## src/rtl/gigatron_mem_arb.sv

```systemverilog
// gigatron_mem_arb: shared-RAM port arbiter between the gigatron core and a host agent
// (loader/debugger). The core has no wait states, so the host is granted the RAM only
// after the core has been frozen through its clock-enable stall (cpu_hold). While granted,
// the host issues one byte read/write command per cycle over a valid/ready handshake.
//
// Parameters:
//   MAX_GRANT     maximum number of cycles the host may hold the RAM; 0 = unlimited.
// Optional feature (macro MEMARB_READBACK_EN):
//   defined   -> host reads return RAM data on host_rdata with a one-cycle host_rvalid pulse.
//   undefined -> read commands are accepted but do nothing; mem_addr_r always follows the core.
//
// Ports:
//   clock, rst_n                       clock, asynchronous active-low reset
//   cpu_addr_r/cpu_addr_w/cpu_data_o/cpu_we, cpu_data_i, cpu_hold   core memory interface
//   host_req/host_gnt                  host ownership request / grant
//   host_cmd_valid/_we/_addr/_wdata/_ready   host command handshake
//   host_rvalid/host_rdata             host read response
//   host_expired                       grant revoked by MAX_GRANT (sticky until host_req low)
//   mem_addr_r/mem_addr_w/mem_data_w/mem_we/mem_data_r   RAM (async read, sync write)

module gigatron_mem_arb #(
  parameter int unsigned MAX_GRANT = 0
) (
  input  logic        clock,
  input  logic        rst_n,
  // core side
  input  logic [15:0] cpu_addr_r,
  input  logic [15:0] cpu_addr_w,
  input  logic [7:0]  cpu_data_o,
  input  logic        cpu_we,
  output logic [7:0]  cpu_data_i,
  output logic        cpu_hold,
  // host side
  input  logic        host_req,
  output logic        host_gnt,
  input  logic        host_cmd_valid,
  input  logic        host_cmd_we,
  input  logic [15:0] host_cmd_addr,
  input  logic [7:0]  host_cmd_wdata,
  output logic        host_cmd_ready,
  output logic        host_rvalid,
  output logic [7:0]  host_rdata,
  output logic        host_expired,
  // RAM side
  output logic [15:0] mem_addr_r,
  output logic [15:0] mem_addr_w,
  output logic [7:0]  mem_data_w,
  output logic        mem_we,
  input  logic [7:0]  mem_data_r
);

  typedef enum logic [1:0] {
    StRun,
    StStall,
    StGrant,
    StResume
  } state_e;

  localparam bit          TimeoutEn = (MAX_GRANT != 0);
  // Last grant cycle index; only meaningful when TimeoutEn is set.
  localparam logic [15:0] GrantLast = TimeoutEn ? 16'(MAX_GRANT - 1) : 16'h0000;

  state_e      state_q, state_d;
  logic [15:0] grant_cnt_q, grant_cnt_d;
  logic        expired_q, expired_d;
  logic        cmd_accept;

  // ---------------------------------------------------------------------------
  // Control FSM
  // ---------------------------------------------------------------------------
  always_comb begin
    state_d        = state_q;
    grant_cnt_d    = grant_cnt_q;
    expired_d      = expired_q;
    cpu_hold       = 1'b1;
    host_gnt       = 1'b0;
    host_cmd_ready = 1'b0;

    // Expiry is acknowledged by the host dropping its request.
    if (!host_req) begin
      expired_d = 1'b0;
    end

    unique case (state_q)
      StRun: begin
        cpu_hold = 1'b0;
        if (host_req && !expired_q) begin
          state_d = StStall;
        end
      end
      StStall: begin
        grant_cnt_d = 16'h0000;
        state_d     = StGrant;
      end
      StGrant: begin
        host_gnt    = 1'b1;
        grant_cnt_d = grant_cnt_q + 16'h0001;
        if (!host_req) begin
          // Release cycle: a command presented now is refused.
          state_d = StResume;
        end else begin
          host_cmd_ready = 1'b1;
          if (TimeoutEn && (grant_cnt_q == GrantLast)) begin
            state_d   = StResume;
            expired_d = 1'b1;
          end
        end
      end
      StResume: begin
        state_d = StRun;
      end
      default: begin
        state_d = StRun;
      end
    endcase
  end

  always_ff @(posedge clock or negedge rst_n) begin
    if (!rst_n) begin
      state_q     <= StRun;
      grant_cnt_q <= 16'h0000;
      expired_q   <= 1'b0;
    end else begin
      state_q     <= state_d;
      grant_cnt_q <= grant_cnt_d;
      expired_q   <= expired_d;
    end
  end

  assign host_expired = expired_q;
  assign cmd_accept   = host_cmd_valid & host_cmd_ready;

  // ---------------------------------------------------------------------------
  // RAM port mux
  // ---------------------------------------------------------------------------
  always_comb begin
    mem_addr_r = cpu_addr_r;
    mem_addr_w = cpu_addr_w;
    mem_data_w = cpu_data_o;
    // Core writes only land while it is actually running; a write shown in the
    // STALL/RESUME cycles belongs to a frozen core and must be dropped.
    mem_we     = cpu_we & (state_q == StRun);
    if (state_q == StGrant) begin
      mem_addr_w = host_cmd_addr;
      mem_data_w = host_cmd_wdata;
      mem_we     = cmd_accept & host_cmd_we;
`ifdef MEMARB_READBACK_EN
      mem_addr_r = host_cmd_addr;
`endif
    end
  end

  assign cpu_data_i = mem_data_r;

  // ---------------------------------------------------------------------------
  // Host read response
  // ---------------------------------------------------------------------------
`ifdef MEMARB_READBACK_EN
  logic       rvalid_q, rvalid_d;
  logic [7:0] rdata_q, rdata_d;

  always_comb begin
    rvalid_d = cmd_accept & ~host_cmd_we;
    rdata_d  = rvalid_d ? mem_data_r : rdata_q;
  end

  always_ff @(posedge clock or negedge rst_n) begin
    if (!rst_n) begin
      rvalid_q <= 1'b0;
      rdata_q  <= 8'h00;
    end else begin
      rvalid_q <= rvalid_d;
      rdata_q  <= rdata_d;
    end
  end

  assign host_rvalid = rvalid_q;
  assign host_rdata  = rdata_q;
`else
  assign host_rvalid = 1'b0;
  assign host_rdata  = 8'h00;
`endif

endmodule

```

## config.mk

```make
export PLATFORM = sky130hd
export DESIGN_NAME = gigatron_mem_arb
export DESIGN_NICKNAME = d
export VERILOG_FILES = /design/src/rtl/gigatron_mem_arb.sv
export SDC_FILE = /design/constraint.sdc
export NUM_CORES = 1
export LEC_CHECK = 0
export CORE_AREA = 4 4 53 55
export CTS_BUF_LIST = sky130_fd_sc_hd__clkbuf_8
export CTS_CLUSTER_DIAMETER = 120
export CTS_CLUSTER_SIZE = 16
export DETAILED_ROUTE_END_ITERATION = 10
export DIE_AREA = 0 0 57 59
export DONT_BUFFER_PORTS = 1
export PLACE_DENSITY = 0.48
export REMOVE_ABC_BUFFERS = 1
export SYNTH_ARGS = -nofsm -noshare
export SYNTH_HDL_FRONTEND = slang
export SYNTH_SLANG_ARGS = --single-unit
```

## constraint.sdc

```tcl
create_clock -name clock -period 2.4 [get_ports clock]
set_input_delay 0.48 -clock clock [delete_from_list [all_inputs] [get_ports clock]]
set_output_delay 0.48 -clock clock [all_outputs]
set_load 0.005 [all_outputs]
```

After elaboration in Yosys (flattened, before gate mapping)
Index checks and enable logic that the tools add are counted.
Word-level totals
  output and inout port bits: 62
  logic and storage cells: 21
  memory bits (read-only): 0
  bits in writable memories: 0
  input port bits: 78
  register bits: 2
  memories: 0
  latch bits: 0
Operators by class
  $add $sub $neg: 0
  shift operators: 0
  $mul: 0
  reduce and logical (&&, ||, !) cells: 2
  mux-type cells: 10
  divide/modulo/power cells: 0
  magnitude comparators: 0
  bitwise gates (word level): 3
  equality and inequality tests: 5
Operators with widths (number)
  16-bit 2-to-1 mux: 1
  8-bit 2-to-1 mux: 1
  2-bit one-hot mux with 4 select lines: 1
  1-bit 2-to-1 mux: 5
  2-bit == test, second input constant: 2
  2-bit 2-to-1 mux: 2
  2-bit != test, second input constant: 2
  1-bit AND: 3
  2-bit by 1-bit == test with 1-bit output, second input constant: 1
  2-bit logical NOT: 1
  2-bit AND reduction: 1

Logic depth before layout (Yosys ltp)
Gate-level depths: netlist of the first run.
  depth after elaboration: 5
  mapped depth: 6
  gate-level depth less buffers: 4

Worst setup path before layout of the first run
OpenSTA, ideal clock, no wires.
  path kind: reg-to-output
  start point: reg state_q[0]
  end point: out mem_addr_w[10]
  data required time: 1.920 ns
  path slack: 0.668 ns
  buffers on the path: 2
  cell stages (with the launch flop): 6
  data arrival time: 1.252 ns
  cell sequence: dfrtp_1 > inv_1 > ha_1 > buf_6 > buf_8 > mux2_4
Between the ends
  longest elaborated chain between the ends: 2
Ends and longest elaborated chain
  start: declaration: RTL line 63  | state_e state_q, state_d;
  start signal: assignment: RTL line 120  | state_q <= StRun;
  start signal: assignment: RTL line 124  | state_q <= state_d;
  2-bit == test: RTL line 143  | if (state_q == StGrant) begin
  16-bit 2-to-1 mux: RTL line 143
  end: declaration: RTL line 46  | output logic [15:0] mem_addr_w,
No other way between the ends.

Worst setup path after layout of the first run
  start point: reg state_q[0]
  end point: out mem_data_w[7]
Between the ends
  longest elaborated chain between the ends: 2
Ends and longest elaborated chain
  2-bit == test: RTL line 143
  8-bit 2-to-1 mux: RTL line 143
  end: declaration: RTL line 47  | output logic [7:0] mem_data_w,
No other way between the ends.

==> results of run 1 <==
[power groups by stage]
stage	clock network, mW	logic, mW	registers, mW
floorplan	0	0.451	0.0618
global placement	0	0.501	0.0632
detailed placement	0	0.505	0.0643
CTS	0.137	0.511	0.0638
global route	0.139	0.543	0.0663
finish	0.131	0.501	0.0636
[worst max path at each step]
stage | slack, ns | start | to | cells past startpoint
5_1_grt | 0.25 | state_q[0] | mem_data_w[2] | 4
3_3_place_gp | 0.58 | state_q[0] | mem_addr_w[15] | 4
3_5_place_dp | 0.55 | state_q[0] | mem_data_w[6] | 4
2_1_floorplan | 0.18 | state_q[0] | mem_addr_w[0] | 3
4_1_cts | 0.32 | state_q[0] | mem_data_w[6] | 4
6_report | 0.34 | state_q[0] | mem_data_w[7] | 4
[synth_stat cells]
cell type	count	area [um2]
mux2_2	17	191
nand2_1	1	3.75
buf_4	34	255
o21ai_0	1	5.00
nor2_1	1	3.75
dfrtp_1	2	50.1
buf_6	1	11.3
and2_1	1	6.26
buf_8	1	15.0
mux2_4	8	120
buf_2	1	5.00
nand4_1	1	6.26
nor3b_1	1	7.51
a211oi_2	1	12.5
mux2i_1	1	10.0
ha_1	2	25.0
conb_1	1	3.75
inv_1	3	11.3
[worst max-delay path, cell delays in order (launching register included)]
cell	delay (ns)
dfrtp_1	0.36
inv_1	0.11
ha_1	0.15
buf_4	0.34
mux2_2	0.40
[what timing repair did]
item / 4_1_cts / 5_1_grt
endpoints found under the setup margin: 0 / 0
hold buffers: 1 / 0
hold endpoints to repair: 2 / 0
[kinds of logic (layout without fill, tap and decap cells)]
logic type / Yosys count / in the layout
fa+ha+maj: 2 / 2
mux: 26 / 26
simple gates: 5 / 5
flops: 2 / 2
other cells: 1 / 10
buf+inv: 40 / 8
compound gates: 2 / 2
[metal layers]
layer,wire [um],vias to the layer above,part of all wire
li1,-,174,-
met1,714,198,0.37
met2,723,73,0.38
met3,464,2,0.24
met4,14,0,0.0073
met5,0,-,0
[final cells by class]
class / instances / share of cell area
Multi-Input combinational cell: 45 / 0.731
Sequential cell: 2 / 0.0853
Clock buffer: 3 / 0.0704
Tap cell: 30 / 0.0640
Timing Repair Buffer: 2 / 0.0299
Inverter: 3 / 0.0192
==> flow_summary.toml, run 1 <==
[power]
ir_drop_mv = 0.466
p_int_mw = 0.430
p_per_area_mw_per_mm2 = 1190
clkPwrFrac = 0.188
swShare = 0.381
power_mw = 0.696
switching_power_mw = 0.265
cellLeakagePower_nw = 0.258
p_comb_frac = 0.721
pwr-share-seq = 0.091

[routing]
route.vias.total = 447
drcViolationCount = 0
wire_per_inst_um = 22.5
drt_wl_total_mm = 1.92
initialDrtViolationCount = 6
dr.pass1.iters = 4
via_per_inst = 5.26
ant_nets = 0

[setup_path]
crit_arrival_ns = 1.58
critPathMaxFanout = 30
end_kind = "output port"
path_class = "reg -> out"
r2r_setup_slack_ns = 0.83
r2r-end = "state_q[1]"
r2r_cells = 5
reg2reg_from = "state_q[0]"
start_kind = "flip-flop"
required_ns = 1.92

[global_route]
grt_pass1_vias = 420
grt_remaining_overflow = 0
grt_usage = 0.0934
grt_first_pass_wirelength_mm = 2.15
grtUsageMet1 = 0.108
grt_max_degree = 31
grt_use_met3 = 0.115
use_met2 = 0.0897
busiest_layer = "met3"
grt_antenna_before_repair = 0

[cells_and_area]
final_cell_area_um2 = 587
nets = 137
layout.area.seq_um2 = 50.0
stdcell_count = 85
multi_input_area_um2 = 429
largest_register_ffs = 2
reg_top3 = "state_q (2)"
mostFrequentLayoutCell = "mux2_2"
diodes = 0
top_register = "state_q"
mostFrequentLayoutCells = "mux2_2, conb_1, mux2_4"
final_util = 0.246
drive_gt1_frac = 0.545
synthToLayoutAreaGrowth_pct = -21.0
fill_cells = 275

[synth]
synth_compound_area_frac = 0.0236
synth_cell_types = 18
synth_xor_area_frac = 0
synth_top_family_by_area = "multiplexers"
syn_inst = 78
synth-adder-area-share = 0.0337
syn_area_um2 = 743
ys_seq_area_frac = 0.0673
synth-seq-cells = 2
synth_area_per_cell_um2 = 9.53
synth-simple-area-share = 0.0370
yosys_warnings = 0
synthMuxAreaShare = 0.433

[floorplanning]
rows = 18
dieArea_mm2 = 0.00336
die_w_um = 57
start_util = 0.311
coreArea_mm2 = 0.00239
die_y_um = 59
pin_count = 140

[timing]
post-route-period-util = 0.858
hold_violations = 0
period_needed_ns = 2.06
worst_slack_ns = 0.340
drv_slew = 0
rsz0062_at_grt = "no"
setup-tns-final_ns = 0
setup_violations = 0
skew_ns = 0.00308
whs_ns = 0.493
fmax_mhz = 485

[placement]
dpl_cell_area_um2 = 536
portBuffers = 0
place_worst_setup_slack_ns = 0.553
dpl.hpwl_mm = 1.62
dp.cells = 81
place_congestion = 0.632

[flow_run]
cap_violations = 0

[hold_path]
min_path_type = "in -> reg"
hold_depth = 2
min_to = "state_q[0]"
min_from = "host_req"

[clock_tree]
numCtsBuffers = 3
cts_tree = "built"
postCtsSetupBuffers = 0
clkTransAtPathRegs_ns = 0.03
cts-root-buf = "clkbuf_8"
cts.sinks = 2
htree_levels = 1
worstSkewPairLatency_ns = 0.21
clockBufferDepth = 2
cts_resized = 0

[status]
status = "finished clean"
(Power assumes the default switching activity.)
==> run 2: changes to the inputs <==
Settings changed: CORE_AREA 4 4 53 55 to not set, CORE_MARGIN set to 4, CORE_UTILIZATION set to 26, CTS_BUF_LIST sky130_fd_sc_hd__clkbuf_8 to not set, DIE_AREA 0 0 57 59 to not set, PLACE_DENSITY 0.48 to 0.42.
==> run 2 against run 1 <==
Flip-flop and latch count is the same. Critical endpoint is now mem_addr_w[5]. Critical path type unchanged. Wire length is 8.6% higher. Setup slack gained 0.073 ns. Global-route usage is 0.29 points higher. Clock skew decreased by 0.0028 ns. Critical path depth stayed put.
==> flow_summary.toml, run 2 (synthesized netlist as in run 1, its figures left out) <==
[clock_tree]
clkTransAtPathRegs_ns = 0.03
cts.sinks = 2
cts-root-buf = "clkbuf_4"
postCtsSetupBuffers = 0
cts_resized = 0
numCtsBuffers = 3
cts_tree = "built"
htree_levels = 1
worstSkewPairLatency_ns = 0.22
ctsHoldBuffers = 1
clockBufferDepth = 2

[setup_path]
crit_arrival_ns = 1.51
r2r_cells = 5
required_ns = 1.92
end_kind = "output port"
path_class = "reg -> out"
critPathMaxFanout = 30
start_kind = "flip-flop"
r2r_setup_slack_ns = 0.93

[timing]
setup-tns-final_ns = 0
setup_violations = 0
rsz0062_at_grt = "no"
drv_slew = 0
hold_violations = 0
period_needed_ns = 1.99
skew_ns = 0.000270
fmax_mhz = 503
post-route-period-util = 0.828

[routing]
drt_wl_total_mm = 2.08
ant_nets = 0
initialDrtViolationCount = 5
dr.pass1.iters = 2
via_per_inst = 5.22
route.vias.total = 449
drcViolationCount = 0
wire_per_inst_um = 24.2

[cells_and_area]
mostFrequentLayoutCells = "mux2_2, conb_1, mux2_4"
largest_register_ffs = 2
drive_gt1_frac = 0.545
nets = 137
diodes = 0
top_register = "state_q"
reg_top3 = "state_q (2)"
synthToLayoutAreaGrowth_pct = -21.7
mostFrequentLayoutCell = "mux2_2"

[floorplanning]
start_util = 0.272
dieArea_mm2 = 0.00378
rows = 19
die_w_um = 61.5
die_y_um = 61.5
pin_count = 140
coreArea_mm2 = 0.00273

[flow_run]
cap_violations = 0

[placement]
place_congestion = 0.736
dpl.hpwl_mm = 1.82
portBuffers = 0

[global_route]
grt_antenna_before_repair = 0
grt_remaining_overflow = 0
grt_first_pass_wirelength_mm = 2.35
grt_max_degree = 31
grt_usage = 0.0963
grt_pass1_vias = 446

[hold_path]
min_path_type = "in -> async"

[power]
cellLeakagePower_nw = 0.254
power_mw = 0.675
p_per_area_mw_per_mm2 = 1160
ir_drop_mv = 0.744

[status]
status = "finished clean"
run 2: power by group:
part	internal, mW	switching, mW
Sequential	0.0532	0.0119
Combinational	0.298	0.238
Clock	0.0552	0.0196
run 2: routing by layer:
layer,vias to the layer above,wire (um),track usage
li1,173,-,-
met1,202,758,0.121
met2,74,861,0.0921
met3,0,461,0.103
met4,0,0,0.0545
met5,-,0,0
run 2: critical path: stages, from the launching register on:
cell     delay, ns
dfrtp_1       0.37
inv_1         0.12
ha_1          0.21
buf_12        0.20
mux2_2        0.37
run 2: worst paths after layout:
kind / start / endpoint
worst max-delay path: state_q[0] / mem_addr_w[5]
worst min-delay path: rst_n / state_q[1]
worst max register to register: state_q[0] / state_q[1]
min in group clock: host_req / state_q[0]
max in group asynchronous: rst_n / state_q[0]
worst min register to register: state_q[1] / state_q[1]
run 2: metrics by stage:
stage / setup WS [ns] / cells / hold WS [ns] / area (um2) / util
floorplan: 0.183 / 50 / 0.184 / 490 / -
global placement: 0.687 / 82 / 0.184 / 549 / 0.201
detailed placement: 0.619 / 82 / 0.184 / 549 / 0.201
CTS: 0.375 / 86 / 0.476 / 582 / 0.213
global route: 0.327 / 86 / 0.473 / 582 / 0.213
finish: 0.413 / 86 / 0.487 / 582 / 0.213
run 2: final cells by class:
type	count	area, um2
Fill cell	289	2150
Multi-Input combinational cell	45	429
Sequential cell	2	50.0
Tap cell	31	38.8
Timing Repair Buffer	2	30.0
Clock buffer	3	22.5
Inverter	3	11.3
==> run 3: changes to the inputs <==
Clock period 2.4 ns to 1.9 ns, I/O delays scaled along.
==> run 3 against run 2 <==
Non-clock buffer count grew 2. Via count grew 0.22%. Global-route usage shrank 0.30 points. Core utilization grew 1.6 points. Wire length grew 5.4%. Cell count grew 2.3%. Critical path type unchanged. Clock power grew 25%. Clock-buffer cell count is the same. Design area grew 7.7%. Worst hold slack lost 0.10 ns. Setup slack lost 0.30 ns. Flip-flop and latch count is the same.
==> flow_summary.toml, run 3 (synthesized netlist as in run 1, its figures left out) <==
[floorplanning]
rows = 19
dieArea_mm2 = 0.00378
die_y_um = 61.5
die_w_um = 61.5
pin_count = 140
coreArea_mm2 = 0.00273
start_util = 0.272

[clock_tree]
cts-root-buf = "clkbuf_4"
numCtsBuffers = 3
htree_levels = 1
cts_tree = "built"
worstSkewPairLatency_ns = 0.22
postCtsSetupBuffers = 0
clkTransAtPathRegs_ns = 0.03
cts.sinks = 2
clockBufferDepth = 2

[timing]
rsz0062_at_grt = "no"
hold_violations = 0
post-route-period-util = 0.940
setup_violations = 0
worst_slack_ns = 0.115
period_needed_ns = 1.79
fmax_mhz = 560
drv_slew = 0
skew_ns = 0.00309
whs_ns = 0.386

[global_route]
grt_max_degree = 31
grt_first_pass_wirelength_mm = 2.30
grt_pass1_vias = 393
grt_usage = 0.0933
grt_antenna_before_repair = 0
grt_remaining_overflow = 0

[hold_path]
min_path_type = "in -> async"

[cells_and_area]
reg_top3 = "state_q (2)"
top_register = "state_q"
stdcell_count = 88
largest_register_ffs = 2
mostFrequentLayoutCells = "mux2_2, conb_1, mux2_4"
drive_gt1_frac = 0.596
fill_cells = 285
diodes = 0
mostFrequentLayoutCell = "mux2_2"
synthToLayoutAreaGrowth_pct = -15.7
nets = 139
final_util = 0.229

[status]
status = "finished clean"

[power]
power_mw = 0.963
p_per_area_mw_per_mm2 = 1540
cellLeakagePower_nw = 0.271
ir_drop_mv = 0.805

[routing]
dr.pass1.iters = 2
route.vias.total = 450
initialDrtViolationCount = 2
drcViolationCount = 0
via_per_inst = 5.11
ant_nets = 0
drt_wl_total_mm = 2.19
wire_per_inst_um = 24.9

[placement]
dp.cells = 83
portBuffers = 0
place_worst_setup_slack_ns = 0.258
place_congestion = 0.729

[flow_run]
cap_violations = 0

[setup_path]
required_ns = 1.52
start_kind = "flip-flop"
r2r_cells = 4
critPathMaxFanout = 14
crit_arrival_ns = 1.41
path_class = "reg -> out"
end_kind = "output port"
==> run 3: cell count changes in the layout (fill, tap and decap cells not counted) <==
cell	change
ha_1	-1
buf_4	+1
clkbuf_16	+1
inv_1	-1
inv_2	+1
ha_4	+1
==> run 3: layer usage <==
metal | vias up | global-route usage | routed length, um
met1 | 204 | 0.121 | 838
met5 | - | 0 | 0
met2 | 72 | 0.0816 | 878
met3 | 0 | 0.109 | 476
met4 | 0 | 0.0455 | 0
li1 | 174 | - | -
==> run 3: layout make-up <==
cell class	count	area (um2)	area share
flip-flops and latches	2	50.0	0.0798
well taps	31	38.8	0.0619
multi-input cells	45	442	0.705
repair buffers	4	62.6	0.0998
inverters	3	11.3	0.0180
clock buffers	3	22.5	0.0359
==> run 3: critical path: stages, from the launching register on <==
cell and delay (ns):
dfrtp_1 0.37, inv_2 0.10, ha_4 0.18, clkbuf_16 0.18
mux2_2 0.35
==> run 3: final timing paths <==
path / from / endpoint / slack (ns)
max reg2reg: state_q[1] / state_q[1] / 0.49
min reg2reg: state_q[0] / state_q[0] / 0.60
max: state_q[0] / mem_addr_w[7] / 0.11
min: rst_n / state_q[0] / 0.39
min in group clock: host_req / state_q[0] / 0.39
max in group asynchronous: rst_n / state_q[1] / 1.39
==> run 3: power by group <==
group / internal, mW / total, mW / switching, mW
sequential: 0.0671 / 0.0875 / 0.0204
clock: 0.0697 / 0.0937 / 0.0241
combinational: 0.451 / 0.782 / 0.330
==> run 3: timing repair <==
action	in CTS	in global routing
hold buffers	1	0
setup endpoints to repair	0	17
gates resized for setup	0	3
hold endpoints to repair	2	0
==> run 3: stage by stage <==
stage | instance area (um2) | setup TNS (ns)
CTS | 589 | 0
finish | 627 | 0
global route | 627 | 0
floorplan | 490 | -4.97
global placement | 557 | 0
detailed placement | 557 | 0
